--- src/rtl/cv32e40p_voter_tracked.sv ---
// Registered TMR voter that blames the odd replica, retires it after repeated faults and falls back to DMR compare.
// Optional per-replica error counters are built when CV32E40P_VOTER_ERR_CNT_EN is defined.
//   state    | meaning
//   MODE_TMR | all three replicas voted
//   MODE_DMR | one replica retired, remaining pair compared
module cv32e40p_voter_tracked #(
    parameter int unsigned WIDTH          = 32,
    parameter int unsigned DISABLE_THRESH = 4,
    parameter int unsigned ERR_CNT_W      = 8
) (
    input  logic                   clk,
    input  logic                   rst_n,
    input  logic                   valid_i,
    input  logic [WIDTH-1:0]       res1_i,
    input  logic [WIDTH-1:0]       res2_i,
    input  logic [WIDTH-1:0]       res3_i,
    input  logic                   clear_i,
    output logic                   valid_o,
    output logic [WIDTH-1:0]       result_o,
    output logic                   faulty_o,
    output logic [2:0]             fault_id_o,
    output logic                   uncorr_o,
    output logic                   uncorr_sticky_o,
    output logic [2:0]             retired_o,
    output logic                   dmr_mode_o,
    output logic [3*ERR_CNT_W-1:0] err_cnt_o
);

    typedef enum logic {MODE_TMR, MODE_DMR} mode_e;

    localparam logic [3:0] THRESH = 4'(DISABLE_THRESH);

    mode_e            mode_q, mode_d;
    logic [2:0]       retired_q, retired_d;
    logic [3:0]       cons_q [3];
    logic [3:0]       cons_d [3];

    logic             valid_q;
    logic [WIDTH-1:0] result_q;
    logic             faulty_q;
    logic [2:0]       fault_id_q;
    logic             uncorr_q;
    logic             sticky_q;

    logic             eq12, eq13, eq23;
    logic [WIDTH-1:0] vote_res;
    logic             vote_fault, vote_unc;
    logic [2:0]       vote_blame, vote_match;
    logic [WIDTH-1:0] dmr_a, dmr_b;
    logic [2:0]       dmr_active;
    logic             count_en;

    assign eq12 = (res1_i == res2_i);
    assign eq13 = (res1_i == res3_i);
    assign eq23 = (res2_i == res3_i);

    // vote_match marks active replicas that agree with the voted value; their streaks restart
    always_comb begin
        vote_res   = res1_i;
        vote_fault = 1'b0;
        vote_unc   = 1'b0;
        vote_blame = 3'b000;
        vote_match = 3'b000;
        dmr_a      = res1_i;
        dmr_b      = res2_i;
        dmr_active = 3'b011;
        if (retired_q[0]) begin
            dmr_a      = res2_i;
            dmr_b      = res3_i;
            dmr_active = 3'b110;
        end else if (retired_q[1]) begin
            dmr_b      = res3_i;
            dmr_active = 3'b101;
        end
        if (mode_q == MODE_DMR) begin
            vote_res = dmr_a;
            if (dmr_a == dmr_b) begin
                vote_match = dmr_active;
            end else begin
                vote_fault = 1'b1;
                vote_unc   = 1'b1;
            end
        end else if (eq12 && eq13) begin
            vote_match = 3'b111;
        end else if (eq12) begin
            vote_fault = 1'b1;
            vote_blame = 3'b100;
            vote_match = 3'b011;
        end else if (eq13) begin
            vote_fault = 1'b1;
            vote_blame = 3'b010;
            vote_match = 3'b101;
        end else if (eq23) begin
            vote_res   = res2_i;
            vote_fault = 1'b1;
            vote_blame = 3'b001;
            vote_match = 3'b110;
        end else begin
            vote_res   = (res1_i & res2_i) | (res1_i & res3_i) | (res2_i & res3_i);
            vote_fault = 1'b1;
            vote_unc   = 1'b1;
        end
    end

    assign count_en = valid_i & ~clear_i & ~vote_unc;

    always_comb begin
        mode_d    = mode_q;
        retired_d = retired_q;
        for (int i = 0; i < 3; i++) cons_d[i] = cons_q[i];
        if (clear_i) begin
            mode_d    = MODE_TMR;
            retired_d = 3'b000;
            for (int i = 0; i < 3; i++) cons_d[i] = 4'd0;
        end else if (count_en) begin
            for (int i = 0; i < 3; i++) begin
                if (vote_blame[i])
                    cons_d[i] = (cons_q[i] == 4'hF) ? 4'hF : cons_q[i] + 4'd1;
                else if (vote_match[i])
                    cons_d[i] = 4'd0;
            end
            if (mode_q == MODE_TMR) begin
                for (int i = 0; i < 3; i++) begin
                    if (vote_blame[i] && (cons_d[i] >= THRESH)) begin
                        mode_d    = MODE_DMR;
                        retired_d = vote_blame;
                    end
                end
            end
        end
    end

    always_ff @(posedge clk) begin
        if (!rst_n) begin
            mode_q     <= MODE_TMR;
            retired_q  <= 3'b000;
            for (int i = 0; i < 3; i++) cons_q[i] <= 4'd0;
            valid_q    <= 1'b0;
            result_q   <= '0;
            faulty_q   <= 1'b0;
            fault_id_q <= 3'b000;
            uncorr_q   <= 1'b0;
            sticky_q   <= 1'b0;
        end else begin
            mode_q    <= mode_d;
            retired_q <= retired_d;
            for (int i = 0; i < 3; i++) cons_q[i] <= cons_d[i];
            valid_q   <= valid_i;
            if (valid_i) begin
                result_q   <= vote_res;
                faulty_q   <= vote_fault;
                fault_id_q <= vote_blame;
                uncorr_q   <= vote_unc;
            end else begin
                faulty_q   <= 1'b0;
                fault_id_q <= 3'b000;
                uncorr_q   <= 1'b0;
            end
            if (clear_i)
                sticky_q <= 1'b0;
            else if (valid_i && vote_unc)
                sticky_q <= 1'b1;
        end
    end

`ifdef CV32E40P_VOTER_ERR_CNT_EN
    logic [ERR_CNT_W-1:0] err_cnt_q [3];

    always_ff @(posedge clk) begin
        if (!rst_n || clear_i) begin
            for (int i = 0; i < 3; i++) err_cnt_q[i] <= '0;
        end else if (count_en) begin
            for (int i = 0; i < 3; i++) begin
                if (vote_blame[i] && (err_cnt_q[i] != {ERR_CNT_W{1'b1}}))
                    err_cnt_q[i] <= err_cnt_q[i] + ERR_CNT_W'(1);
            end
        end
    end

    assign err_cnt_o = {err_cnt_q[2], err_cnt_q[1], err_cnt_q[0]};
`else
    assign err_cnt_o = '0;
`endif

    assign valid_o         = valid_q;
    assign result_o        = result_q;
    assign faulty_o        = faulty_q;
    assign fault_id_o      = fault_id_q;
    assign uncorr_o        = uncorr_q;
    assign uncorr_sticky_o = sticky_q;
    assign retired_o       = retired_q;
    assign dmr_mode_o      = (mode_q == MODE_DMR);

endmodule

--- config.mk ---
export PLATFORM = sky130hd
export DESIGN_NAME = cv32e40p_voter_tracked
export DESIGN_NICKNAME = d
export VERILOG_FILES = /design/src/rtl/cv32e40p_voter_tracked.sv
export SDC_FILE = /design/constraint.sdc
export NUM_CORES = 1
export LEC_CHECK = 0
export BUFFER_PORTS_ARGS = -buffer_cell sky130_fd_sc_hd__buf_4
export CAP_MARGIN = 10
export CORE_MARGIN = 3
export CORE_UTILIZATION = 42
export CTS_BUF_LIST = sky130_fd_sc_hd__clkbuf_4 sky130_fd_sc_hd__clkbuf_8 sky130_fd_sc_hd__clkbuf_16
export CTS_CLUSTER_DIAMETER = 30
export DETAILED_ROUTE_END_ITERATION = 8
export PLACE_DENSITY = 0.69
export SYNTH_ARGS = -nofsm -noshare
export SYNTH_HDL_FRONTEND = slang
export SYNTH_SLANG_ARGS = --single-unit
--- constraint.sdc ---
create_clock -name clk -period 3.66 [get_ports clk]
set_input_delay 0.183 -clock clk [delete_from_list [all_inputs] [get_ports clk]]
set_output_delay 0.183 -clock clk [all_outputs]
set_load 0.01 [all_outputs]
### Word-level counts from Yosys, hierarchy flattened

Memory sizes are Yosys's and may differ from the RTL's.
Cells that the tools add are included.
Widths: inputs -> output; s select.

* add/subtract/negate cells: 3
* $lt $le $gt $ge: 3
* eq/ne operators: 7
* multiplexer cells: 58
* bitwise gates (word level): 14
* reduce and logical (&&, ||, !) cells: 9

Operators by type and width (count)
* $mux 32: 8
* $eq 32x32->1: 4
* $and 32x32->32: 3
* $mux 4: 18
* $or 32x32->32: 2
* $mux 3: 14
* $mux 12: 2
* $mux 1: 15
* $add 4x1->4 const B: 3
* $eq 4x4->1 const B: 3
* $ge 4x3->1 const B: 3
* $logic_and 1x1->1: 5
* $not 1->1: 4
* $or 1x1->1: 3
* $reduce_and 3->1: 1
* $reduce_bool 3->1: 1
* $and 1x1->1: 2
* $mux 2: 1
* $reduce_and 2->1: 1
* $reduce_or 2->1: 1

* flip-flop bits (word level): 43
* RAM bits: 12
* bits of input ports: 100
* output and inout bits: 67
* logic and storage cells: 103
* memories kept: 1

Memory list
* cons_q: depth 3, bits a word 4, read ports 3, clocked after memory_dff 0, write ports 3, RTL line 35 `logic [3:0] cons_q [3];`

### Logic depth before layout (Yosys ltp)

* word-level depth: 16
* depth in mapped cells: 11
* gate-level depth less buffers: 9

### Least setup slack after synthesis

Ideal clock, no wire load.

* path kind: register -> register
* from: reg retired_q[1] (netlist: retired_o[1])
* to: reg mode_q (netlist: dmr_mode_o)
* setup time: 0.142 ns
* data arrival time: 2.276 ns
* path slack: 1.242 ns
* cell stages (with the launch flop): 10
* buffers on the path: 1
* clock period less this slack: 2.418 ns
* cell sequence: dfxtp_1 > buf_6 > mux2i_1 > xor2_1 > nand2_1 > or4_4 > a221oi_4 > a41oi_1 > o21ai_2 > a41oi_1

* word-level cells in the longest chain between the ends: 15
* elaborated cells on any way between the ends: 33

RTL lines
* start, declared: RTL line 34 `logic [2:0] retired_q, retired_d;`
* start signal, assigned: RTL line 146 `retired_q <= retired_d;`
* $mux 32: RTL line 71 `end else if (retired_q[1]) begin`
* $mux 32: RTL line 67 `if (retired_q[0]) begin`
* $eq 32x32->1: RTL line 77 `if (dmr_a == dmr_b) begin`
* $mux 3: RTL line 77
* $mux 3: RTL line 75 `if (mode_q == MODE_DMR) begin`
* $mux 4: RTL line 119 `else if (vote_match[i])`
* $mux 4: RTL line 117 `if (vote_blame[i])`
* $mux 4: RTL line 115 `end else if (count_en) begin`
* $mux 4: RTL line 111 `if (clear_i) begin`
* $ge 4x3->1: RTL line 124 `if (vote_blame[i] && (cons_d[i] >= THRESH)) begin`
* $logic_and 1x1->1: RTL line 124
* $mux 1 (3 in a row): RTL line 124
* $mux 1: RTL line 122 `if (mode_q == MODE_TMR) begin`
* end signal, assigned: RTL line 145 `mode_q <= mode_d;`
* end, declared: RTL line 33 `mode_e mode_q, mode_d;`

Several ways; a longest one is shown, not always the timed one. The select of a mux whose other input is x is not followed.
A chain may end at the register's enable or synchronous reset.

### Worst setup path after layout

Same ends and word-level chain as after synthesis.

==> impl_results.md <==
* Status: finished clean
* Worst-margin pin slew at 0.866 ns
* Number of library cell types mapped by synthesis at approximately 50
* Setup WS post-layout at ~0.70 ns
* Post-synthesis sequential area ratio at 0.177
* Site Rows at 43
* Critical Path RT at around 3.9 ns
* Most common cell after layout, fill and taps aside: buf_4
* Final Hold Vio Count at 0
* Min-Delay Path Class: in2reg
* Number of synthesized flops with an enable pin at 0
* Ant. Diodes at 0
* Tcrit/Tclk final at 0.809
* CTS sink cnt at 55
* Remaining DRCs at 0
* Crit path kind: reg2reg
* Slowest cell on crit path: dfxtp_2
* Max cap viols at 0
* Yosys top cell by area: ha_1
* TritonCTS clock tree: built
* Core ar. at between 10000 and 15000 sq um
* Area Overhead vs Synth at 20.3%
* IO Pins at between 150 and 200
* Yosys top cell area share at 0.199
* Share of layout cells above drive strength 1 at 0.238
* Slew HR at 0.422
* Dpl ws at a little over 0.6 ns
* Post-DRT Antenna Nets at 0
* Critical path's most frequent cell: a41oi_1
* CTS resizes at 0
* Fmax at 338 MHz
* H-Tree Depth at 2
* Die X at around 130 um
* Clock Skews at approximately 0.015 ns
* Largest net degree at the start of global routing at 73
* Leakage at roughly 0.0032 uW
* Vias/cell at slightly below 6
* Setup_tns at 0 ns
* Synth warnings at 0
* Clk network pwr share at 0.299
* Cell Area, Synth at just over 6000 sq um
* PwrDens at 237 nW/um^2
* Port Buffers at ~140
* # fillers at approximately 1400
* Gate power share at 0.338
* Initial DRC Count at between 500 and 600
* DR vias at slightly above 6000
* Worst-path maximum fanout at 13
* GRT Util Overall at 0.241
* Antenna violations before repair at 3
* DP HPWL at 15700 um
* Total wire length at between 15000 and 20000 um
* Clk pin slew, worst setup/hold paths at around 0.09 ns
* Layout Nets at about 1100
* Arr. time, crit path at about 3.2 ns
* Ys flop type: dfxtp_1
* Mean post-synth cell area at slightly above 8 sq um
* Synth top area cells: ha_1, dfxtp_1, mux2i_1
* Final min period at a little under 3 ns
* Initial Util at 0.438
* CP Capture Type: flip-flop
* CTS Buf Count at 5
* RSZ-0062 raised after global routing: no
* Total gr overflow at 0
* FF+latch count, synth at 55
* Max Root-Sink Buffers at 2
* Worst path bufs/invs at 1
* Post-CTS Setup Repair Bufs at 0
* Final setup viols at 0
* First-pass GRT wire length at around 31000 um
* Switching portion of total power at 0.340
* Cts hold-fix bufs at 0
* Wire length per cell at 18.9 um
* Final Max Tran Viols at 0
* Root buffer cell: clkbuf_16
* Clock insertion delay at the later pin of the skew report at between 0.3 and 0.4 ns
* Worst-path cell chain: buf_4, mux2i_1, xnor2_1, nor4_1, nand4_1, a21oi_2, a41oi_1, o21ai_2, a41oi_1
* Int Power at 1170 uW
* Startpoint types: flip-flop
* Mapped Cells at between 700 and 800
* Routability cong. at approximately 0.96
* Psw at between 600 and 700 uW
* Die Y at roughly 130 um
* Vias in the first global route at about 5700
* Worst vdd ir at about 0.18 mV
* Commonest non-fill, non-tap cells in the layout: buf_4, ha_1, dfxtp_1, nand2_1, nor2_1
* Die ar. at approximately 16000 sq um
* Top Family by Delay on Critical Path: compound AO/OA/AOI/OAI gates
* Sequential share of power at 0.363
* Reg2Reg Setup Slack at 0.70 ns
* DRT Pass-1 Iters at 6
* Critical Path Max Stage Delay at between 0.5 and 0.6 ns
* Asr flop ratio synth at 0
==> final cells by class <==
type                            instances  area (sq um)  area share
Sequential cell                        55          1100       0.147
Inverter                                4          15.0     0.00201
Clock inverter                          3          27.5     0.00368
Tap cell                              180           225      0.0301
Timing Repair Buffer                  151          1150       0.153
Multi-Input combinational cell        655          4840       0.647
Clock buffer                            5           125      0.0167
==> Yosys cell counts (7+ instances only) <==
master,n
a21oi_1,44
a22oi_1,32
a31oi_1,37
buf_4,24
clkbuf_1,34
dfxtp_1,55
ha_1,99
mux2_2,32
mux2i_1,36
nand2_1,52
nand3_1,7
nand4_1,12
nor2_1,47
nor3_1,41
nor4_1,31
o21ai_0,45
xnor2_1,37
xor2_1,27
==> power by group through the flow <==
stage | clock, uW | sequential, uW | combinational [uW]
final | 529 | 643 | 600
after floorplan | 0 | 670 | 291
after detailed placement | 0 | 657 | 591
after global routing | 552 | 647 | 663
after CTS | 540 | 643 | 596
after global placement | 0 | 657 | 589
==> kinds of logic (layout without fill, tap and decap cells) <==
group           after synthesis  after routing  share of synthesized area
buf+inv                      70            163                     0.0605
simple gates                216            216                      0.172
compound gates              184            184                      0.185
mux                          68             68                      0.116
fa+ha+maj                    99             99                      0.199
xor+xnor                     64             64                     0.0901
other cells                   1             24                   0.000603
flops                        55             55                      0.177
==> final timing paths <==
kind                                      start              end  depth (start not counted)
worst max-delay path               retired_o[1]       dmr_mode_o                          9
worst min-delay path                 res1_i[18]     result_o[18]                          3
worst max register to register     retired_o[1]       dmr_mode_o                          9
worst min register to register  uncorr_sticky_o  uncorr_sticky_o                          2
==> tightest hold or removal path: cells and delay by family <==
kind / cells / cell delay [ns]
buffers and inverters: 1 / 0.11
AO/OA/AOI/OAI: 2 / 0.23
==> stage by stage <==
stage | util | hold WS, ns | power [uW] | cell area (sq um) | std cells
after floorplan | - | 0.321 | 961 | 6310 | 780
after global placement | 0.516 | 0.466 | 1250 | 7330 | 1045
after detailed placement | 0.516 | 0.480 | 1250 | 7330 | 1045
after CTS | 0.527 | 0.239 | 1780 | 7490 | 1053
after global routing | 0.527 | 0.265 | 1860 | 7490 | 1053
final | 0.527 | 0.243 | 1770 | 7490 | 1053
==> registers in the layout, summed over array words and instances (netlist names) <==
| signal | flops |
|---|---|
| dmr_mode_o | 1 |
| cons_q | 12 |
| result_o | 32 |
| valid_o | 1 |
| faulty_o | 1 |
| retired_o | 3 |
| uncorr_sticky_o | 1 |
| uncorr_o | 1 |
| fault_id_o | 3 |
==> routing by layer <==
metal | vias up | track usage | share of wire
li1 | 3035 | - | -
met1 | 2767 | 0.337 | 0.45
met2 | 277 | 0.368 | 0.43
met3 | 37 | 0.0571 | 0.095
met4 | 4 | 0.0687 | 0.021
met5 | - | 0 | 0.00080
(Power assumes the default switching activity.)
